`src/rtl/oam_dma_pkg.sv`:
```
// Shared constants, state encoding and source-address helpers for the OAM DMA engine.
package oam_dma_pkg;

  localparam logic [15:0] DMA_REG_ADDR = 16'hFF46;
  localparam int          DMA_LEN      = 160;
  localparam logic [7:0]  VRAM_HI_MIN  = 8'h80;
  localparam logic [7:0]  VRAM_HI_MAX  = 8'h9F;
  localparam logic [7:0]  ECHO_FOLD    = 8'hE0;
  localparam logic [7:0]  ECHO_OFS     = 8'h20;

  typedef enum logic [1:0] {
    IDLE,
    START,
    XFER
  } dma_state_t;

  // Pages E0..FF mirror C0..DF, so fold them before they reach the bus.
  function automatic logic [7:0] fold_src(input logic [7:0] v);
    return (v >= ECHO_FOLD) ? (v - ECHO_OFS) : v;
  endfunction

  function automatic logic is_vram(input logic [7:0] v);
    return (v >= VRAM_HI_MIN) && (v <= VRAM_HI_MAX);
  endfunction

endpackage

```
`src/rtl/oam_dma_if.sv`:
```
// SoC register-write port and DMA source/destination bus of the OAM DMA engine.
interface oam_dma_if;
  logic        soc_wr;
  logic [15:0] a;
  logic [7:0]  d;
  logic [7:0]  reg_q;
  logic        dma_run;
  logic [15:0] dma_a;
  logic        dma_addr_ext;
  logic        vram_to_oam;
  logic [7:0]  oam_a;
  logic        oam_wr;

  modport master (
    output soc_wr, a, d,
    input  reg_q, dma_run, dma_a, dma_addr_ext, vram_to_oam, oam_a, oam_wr
  );

  modport slave (
    input  soc_wr, a, d,
    output reg_q, dma_run, dma_a, dma_addr_ext, vram_to_oam, oam_a, oam_wr
  );
endinterface

```
`src/rtl/oam_dma_timer.sv`:
```
// Start-delay down-counter and per-byte step counter for the OAM DMA engine.
module oam_dma_timer #(
  parameter int STEP_CLKS = 4,
  parameter int START_DLY = 4
) (
  input  logic clk2,
  input  logic reset,
  input  logic load,
  input  logic run,
  output logic start_go,
  output logic step_last
);

  localparam int DW = $clog2(START_DLY + 1);
  localparam int SW = $clog2(STEP_CLKS);

  logic [DW-1:0] dly;
  logic [SW-1:0] step;
  logic          armed;

  // A fresh load in the same cycle wins over an expiring delay.
  assign start_go  = armed && (dly == '0) && !load;
  assign step_last = run && (step == SW'(STEP_CLKS - 1));

  always_ff @(posedge clk2 or posedge reset) begin
    if (reset) begin
      dly   <= '0;
      armed <= 1'b0;
      step  <= '0;
    end else begin
      if (load) begin
        armed <= 1'b1;
        dly   <= DW'(START_DLY - 1);
      end else if (armed) begin
        if (dly == '0) armed <= 1'b0;
        else           dly   <= dly - DW'(1);
      end

      if (start_go || !run || step_last) step <= '0;
      else                               step <= step + SW'(1);
    end
  end

endmodule

```
`src/rtl/oam_dma.sv`:
```
// OAM DMA engine: FF46 write detect, control FSM, source/destination address regs.
module oam_dma
  import oam_dma_pkg::*;
#(
  parameter int STEP_CLKS = 4,
  parameter int START_DLY = 4
) (
  input  logic        clk2,
  input  logic        reset,
  oam_dma_if.slave    bus
);

  dma_state_t state, state_nx;

  logic       hit, wr_prev, ev;
  logic       start_go, step_last, last_byte, run;
  logic       pending;
  logic [7:0] src, src_pend, idx;

  assign hit       = bus.soc_wr && (bus.a == DMA_REG_ADDR);
  assign ev        = hit && !wr_prev;
  assign run       = (state == XFER);
  assign last_byte = step_last && (idx == 8'(DMA_LEN - 1));

  oam_dma_timer #(
    .STEP_CLKS (STEP_CLKS),
    .START_DLY (START_DLY)
  ) u_timer (
    .clk2      (clk2),
    .reset     (reset),
    .load      (ev),
    .run       (run),
    .start_go  (start_go),
    .step_last (step_last)
  );

  always_comb begin
    state_nx = state;
    case (state)
      IDLE:    if (ev) state_nx = START;
      START:   if (start_go) state_nx = XFER;
      XFER: begin
        // A write landing on the final byte still counts as a pending restart.
        if (start_go)       state_nx = XFER;
        else if (last_byte) state_nx = (pending || ev) ? START : IDLE;
      end
      default: state_nx = IDLE;
    endcase
  end

  always_ff @(posedge clk2 or posedge reset) begin
    if (reset) begin
      state    <= IDLE;
      wr_prev  <= 1'b0;
      pending  <= 1'b0;
      src      <= '0;
      src_pend <= '0;
      idx      <= '0;
      bus.reg_q <= '0;
    end else begin
      state   <= state_nx;
      wr_prev <= hit;

      if (ev) begin
        bus.reg_q <= bus.d;
        src_pend  <= fold_src(bus.d);
      end

      if (ev)            pending <= 1'b1;
      else if (start_go) pending <= 1'b0;

      if (start_go) begin
        src <= src_pend;
        idx <= '0;
      end else if (last_byte) begin
        idx <= '0;
      end else if (step_last) begin
        idx <= idx + 8'd1;
      end
    end
  end

  // Output stage: everything the arbiter sees is registered from the state above.
  always_ff @(posedge clk2 or posedge reset) begin
    if (reset) begin
      bus.dma_run      <= 1'b0;
      bus.dma_a        <= '0;
      bus.oam_a        <= '0;
      bus.oam_wr       <= 1'b0;
      bus.dma_addr_ext <= 1'b0;
      bus.vram_to_oam  <= 1'b0;
    end else begin
      bus.dma_run      <= run;
      bus.dma_a        <= run ? {src, idx} : 16'h0000;
      bus.oam_a        <= run ? idx : 8'h00;
      bus.oam_wr       <= step_last;
      bus.dma_addr_ext <= run && !is_vram(src);
      bus.vram_to_oam  <= run && is_vram(src);
    end
  end

endmodule

```
`src/flat_wrapper.sv`:
```
// flat-port wrapper written by rule: the top's interface ports become plain ports
module oam_dma_flat import oam_dma_pkg::*;
#(
  parameter int STEP_CLKS = 4,
  parameter int START_DLY = 4
)
  (clk2, reset, bus_soc_wr, bus_a, bus_d, bus_reg_q, bus_dma_run, bus_dma_a, bus_dma_addr_ext, bus_vram_to_oam, bus_oam_a, bus_oam_wr);
  oam_dma_if bus_i ();
  input  logic clk2;
  input  logic reset;
  input wire logic [$bits(bus_i.soc_wr)-1:0] bus_soc_wr;
  input wire logic [$bits(bus_i.a)-1:0] bus_a;
  input wire logic [$bits(bus_i.d)-1:0] bus_d;
  output wire logic [$bits(bus_i.reg_q)-1:0] bus_reg_q;
  output wire logic [$bits(bus_i.dma_run)-1:0] bus_dma_run;
  output wire logic [$bits(bus_i.dma_a)-1:0] bus_dma_a;
  output wire logic [$bits(bus_i.dma_addr_ext)-1:0] bus_dma_addr_ext;
  output wire logic [$bits(bus_i.vram_to_oam)-1:0] bus_vram_to_oam;
  output wire logic [$bits(bus_i.oam_a)-1:0] bus_oam_a;
  output wire logic [$bits(bus_i.oam_wr)-1:0] bus_oam_wr;
  assign bus_i.soc_wr = bus_soc_wr;
  assign bus_i.a = bus_a;
  assign bus_i.d = bus_d;
  assign bus_reg_q = bus_i.reg_q;
  assign bus_dma_run = bus_i.dma_run;
  assign bus_dma_a = bus_i.dma_a;
  assign bus_dma_addr_ext = bus_i.dma_addr_ext;
  assign bus_vram_to_oam = bus_i.vram_to_oam;
  assign bus_oam_a = bus_i.oam_a;
  assign bus_oam_wr = bus_i.oam_wr;
  oam_dma #(.STEP_CLKS(STEP_CLKS), .START_DLY(START_DLY)) u_core (.clk2(clk2), .reset(reset), .bus(bus_i));
endmodule
```
`config.mk`:
```
export PLATFORM = sky130hd
export DESIGN_NAME = oam_dma_flat
export DESIGN_NICKNAME = d
export VERILOG_FILES = /design/src/rtl/oam_dma_pkg.sv /design/src/rtl/oam_dma_if.sv /design/src/rtl/oam_dma_timer.sv /design/src/rtl/oam_dma.sv /design/src/flat_wrapper.sv
export SDC_FILE = /design/constraint.sdc
export NUM_CORES = 1
export LEC_CHECK = 0
export ABC_AREA = 1
export CAP_MARGIN = 10
export CORE_MARGIN = 2
export CORE_UTILIZATION = 53
export DETAILED_ROUTE_END_ITERATION = 6
export HOLD_SLACK_MARGIN = 0.12
export PLACE_DENSITY = 0.9
export SYNTH_ARGS = -nofsm -noshare
export SYNTH_HDL_FRONTEND = slang
export SYNTH_HIERARCHICAL = 1
export SYNTH_SLANG_ARGS = --single-unit
```
`constraint.sdc`:
```
create_clock -name clk2 -period 4.9 [get_ports clk2]
set_clock_uncertainty 0.15 [all_clocks]
set_input_delay 0.735 -clock clk2 [delete_from_list [all_inputs] [get_ports clk2]]
set_output_delay 0.735 -clock clk2 [all_outputs]
set_load 0.02 [all_outputs]
```
Word level (Yosys, flattened, before mapping) --
Cells that the tools add are included.
Storage, ports and cells: input bits 27, output and inout port bits 36, logic and storage cells 76, bits in registers 70
Cells by class: magnitude comparators 3, mux-type cells 21, reduce and logical (&&, ||, !) cells 23, eq/ne operators 9, $add $sub $neg 4
Operators by type and width (number):
- $mux W8 | 5
- $eq A16 B16 Y1 const B | 1
- $ge A8 B8 Y1 const B | 2
- $mux W16 | 1
- $mux W2 | 5
- $logic_and A1 B1 Y1 | 9
- $mux W3 | 3
- $add A8 B1 Y8 const B | 1
- $eq A8 B8 Y1 const B | 1
- $le A8 B8 Y1 const B | 1
- $sub A8 B6 Y8 const B | 1
- $mux W1 | 6
- $pmux W2 S3 | 1
- $eq A2 B2 Y1 const B | 2
- $logic_not A1 Y1 | 4
- $ne A2 B1 Y1 const B | 2
- $reduce_bool A2 Y1 | 2
- $logic_not A3 Y1 | 1
- $logic_or A1 B1 Y1 | 3
- $ne A3 B2 Y1 const B | 1
- $reduce_and A3 Y1 | 1
- $reduce_bool A3 Y1 | 1
- $sub A3 B1 Y3 const B | 1
- $add A2 B1 Y2 const B | 1
- other kinds (4) | 4

Depth between registers and ports, before layout --
depth in word-level cells 8, gate-level depth with buffers 15

Hierarchy --
The synthesis kept the hierarchy.
Modules (own cells, without submodules):
- oam_dma | times used 1, cells each 240, area each 2224.6 um2
- oam_dma_timer | times used 1, cells each 42, area each 346.6 um2

Least setup slack after synthesis --
Ideal clock, no wire load.
path kind input to register, start point input bus_a[6], end point register u_core.idx[6], data required time 4.664 ns, slack 2.594 ns, stages 14, data arrival time 2.070 ns, cells stage by stage inv_1 > nor3_2 > nand3_1 > nor2_4 > nand2_4 > clkinv_4 > inv_2 > nand2_1 > nor2_1 > nor2_1 > inv_1 > nand3_1 > nor2_1 > nor3_1
Between the ends: word-level cells in the longest chain between the ends 6, elaborated cells on any way between the ends 7, classes of those cells eq/ne (1); mux (1); reduce/logical (5)
RTL lines:
- start, declared | RTL line flat_wrapper.sv:12 | input wire logic [$bits(bus_i.a)-1:0] bus_a;
- $eq A16 B16 Y1 (*) | RTL line oam_dma.sv:20 | assign hit = bus.soc_wr && (bus.a == DMA_REG_ADDR);
- $logic_and A1 B1 Y1 (*) | RTL line oam_dma.sv:20
- via u_core.hit | RTL line oam_dma.sv:15 | logic hit, wr_prev, ev;
- $logic_and A1 B1 Y1 (*) | RTL line oam_dma.sv:21 | assign ev = hit && !wr_prev;
- via u_core.ev | RTL line oam_dma.sv:15
- $logic_not A1 Y1 (*) | RTL line oam_dma_timer.sv:22 | assign start_go = armed && (dly == '0) && !load;
- $logic_and A1 B1 Y1 (*) | RTL line oam_dma_timer.sv:22
- via u_core.start_go | RTL line oam_dma.sv:16 | logic start_go, step_last, last_byte, run;
- $reduce_bool A3 Y1 (no source line) / $mux W8 (equally long branches)
- end signal, assigned | RTL line oam_dma.sv:78 | idx <= idx + 8'd1;
- end, declared | RTL line oam_dma.sv:18 | logic [7:0] src, src_pend, idx;
The timed path passes the listed nets; every way through them passes the cells marked *. A chain may end at the register's enable or synchronous reset.

Worst setup path in the final report --
start point input bus_a[13], end point register u_core.idx[6]
Same word-level chain as after synthesis.

==> qor.txt <==
Die ar.: 0.005424 mm^2
I/O pin count: 63
num rows: 25
Ys Warns: 6
Reg2Reg Capture Point: u_core/idx[6]
Syn Nets: 314
Yosys reg bits: 57
Design Area, Final: 0.003342 mm^2
worst-skew pair later-pin latency: 330 ps
Worst slew margin: 0.3166
most frequent cells in the layout: nand2_1 (64), clkdlybuf4s50_1 (62), dfrtp_1 (57)
Congestion Overflow GR: 0
crit path max fanout: 21
CTS sink cnt: 57
fin crit share: 0.6902
wire per inst: 11.89 um
setup tns final: 0 ps
slew at the pin closest to its max-slew limit: 1021 ps
leak pwr: 0.001589 uW
GRT Overall Usage: 0.2066
initial antenna violation count: 0
Placed Instances: 382
CP Cell Sequence: clkdlybuf4s50_1, nand2_1, nor2_1, nand3_1, nor2_4, nand2_4, clkinv_4, inv_2, nand2_1, nor2_1, nor2_1, inv_1, nand3_1, nor2_1, nor3_1
fillers: 347
Setup Buffers After CTS: 0
drc violations: 0
DRT Pass-1 Iters: 4
hold path startpoint: u_core/src[6]
Fmax: 0.2957 GHz
CTS resizes: 0
Finish-stage setup viols: 0
Post-Syn Area per Cell: 9.118 um^2
cell family with most CP delay: simple AND/OR/NAND/NOR gates
Final GP Congestion: 0.9386
DRT iter0 DRCs: 121
root buf cell: clkbuf_8
CP Buf/Inv Count: 4
Critical Path RT: 4960 ps
final number of max-transition violations: 0
hold path depth: 1
post-synthesis sequential area ratio: 0.5547
TritonCTS Buffers: 9
vias in the first global route: 1926
antenna fix cells: 0
Clk pin slew, worst setup/hold paths: 60 ps
CP Launch Type: input port
CP max stage delay: 780 ps
pin count of the biggest net entering global routing: 52
Final Non-Filler Cells: 397
IO Port Bufs: 62
Power Dens Cells: 300.8 mW/mm^2
Placed Area: 0.003147 mm^2
commonest non-fill, non-tap cell in the layout: nand2_1
CTS tree: yes
HP Class: flop to flop
CTS Hold Bufs: 0
CP most frequent cell: nor2_1
Starting Density: 0.5480
via count: 1954
final wirelength: 4720 um
Cell Area, Synth: 0.002571 mm^2
status: finished clean
WS Path Type: input port to flop
Post-Syn Instances: 282
FF+latch area: 0.001426 mm^2
die span in y: 73.65 um
library cells used by synthesis: 32
maximum VDD drop: 0.1280 mV
first-pass GRT wire length: 8335 um
width of the die: 73.65 um
WP data arrival: 3440 ps
area grow syn2layout: 29.98%
RSZ-0062 raised after global routing: no
Final Critical Period: 3382 ps
reg2reg path depth: 11
Hold Fails Final Rpt: 0
HPWL Detailed: 3474 um
R2R setup slack: 2220 ps
share of cells above drive strength 1: 0.1312
slowest library cell on the worst path: nor2_1
final-stage net count: 371
Multi-input gate area: 868.3 um^2
Worst Setup End Kind: flop
hold endpoint: u_core/bus.vram_to_oam
final antenna-violating net count: 0
worst reg2reg path startpoint: u_core/wr_prev
H-tree levels: 3
maxcap violations: 0
area of the core: 0.004692 mm^2
vias per inst: 4.922
CTS max path bufs: 2
## worst max path at each step
stage,from,to,cells after the start
2_1_floorplan,bus_a[6],u_core/idx[6],14
3_3_place_gp,bus_a[7],u_core/idx[5],13
3_5_place_dp,bus_a[13],u_core/idx[6],15
4_1_cts,bus_a[13],u_core/idx[6],15
5_1_grt,bus_a[13],u_core/idx[6],15
6_report,bus_a[13],u_core/idx[6],15
## metal layers
layer	GRT usage	up-vias	part of all wire
met4	0.1293	0	0.037
met2	0.3333	75	0.49
met5	0	-	0
li1	-	971	-
met3	0.06310	15	0.052
met1	0.2391	893	0.42
## cell type report
type / instances / area share
Clock buffer: 12 / 0.04642
Clock inverter: 3 / 0.01198
Inverter: 42 / 0.04905
Multi-Input combinational cell: 167 / 0.2598
Sequential cell: 57 / 0.4268
Tap cell: 54 / 0.02022
Timing Repair Buffer: 62 / 0.1857
## kinds of logic after synthesis
kind of cell,Yosys count,synth area share
and+or+nand+nor,136,0.2569
buffers and inverters,58,0.1075
DFF,57,0.5547
AOI/OAI and AO/OA,25,0.05304
adders and majority gates,5,0.02433
xor gates and xnor gates,1,0.003407
## worst register-to-register path, cell delays in order, from the launching register on
cell and delay [ps]:
dfrtp_1 330, inv_1 80, nand2_4 140, clkinv_4 100, inv_2 140, nand2_1 90
nor2_1 780, nor2_1 240, inv_1 240, nand3_1 120, nor2_1 90, nor3_1 60
## sequential cells by signal, indices dropped and copies added, names as in the netlist, 2 cells and up
signal	count
u_core/bus.dma_a	9
u_core/bus.reg_q	8
u_core/idx	8
u_core/src	8
u_core/bus.oam_a	7
u_core/src_pend	3
u_core/u_timer/dly	3
u_core/state	2
u_core/u_timer/step	2
## through the flow
stage,power [uW],setup slack (ps),utilization,hold slack (ps)
finish,1005,1518,0.7123,285.0
global route,1050,1164,0.7123,322.0
CTS,1014,1569,0.7123,282.1
detailed placement,587.6,1237,0.6707,273.1
global placement,584.0,1348,0.6707,270.2
floorplan,551.1,2594,-,259.8
## report_power, final
part	switching (uW)	internal [uW]	total (uW)
Combinational	47.1	37.2	84.2
Clock	167	258	424
Sequential	13.1	483	497
Total	227	778	1010
## synth_stat cells
cell type / number / area share
a211oi_1: 1 / 0.0029
a21oi_1: 3 / 0.0058
a21oi_2: 1 / 0.0034
a22oi_1: 1 / 0.0029
a31oi_1: 2 / 0.0049
buf_2: 3 / 0.0058
buf_4: 13 / 0.038
clkinv_1: 1 / 0.0015
clkinv_2: 1 / 0.0019
clkinv_4: 1 / 0.0034
dfrtp_1: 57 / 0.55
ha_1: 5 / 0.024
inv_1: 35 / 0.051
inv_2: 4 / 0.0058
nand2_1: 64 / 0.093
nand2_2: 1 / 0.0024
nand2_4: 4 / 0.018
nand3_1: 9 / 0.018
nand3_2: 6 / 0.023
nand4_1: 2 / 0.0049
nand4_2: 1 / 0.0049
nor2_1: 35 / 0.051
nor2_2: 7 / 0.017
nor2_4: 2 / 0.0088
nor3_1: 1 / 0.0019
nor3_2: 1 / 0.0039
nor3b_1: 1 / 0.0029
nor3b_2: 1 / 0.0049
nor4_1: 1 / 0.0024
o21ai_0: 12 / 0.023
o21ai_1: 5 / 0.0097
xor2_1: 1 / 0.0034
(Power assumes the default switching activity.)
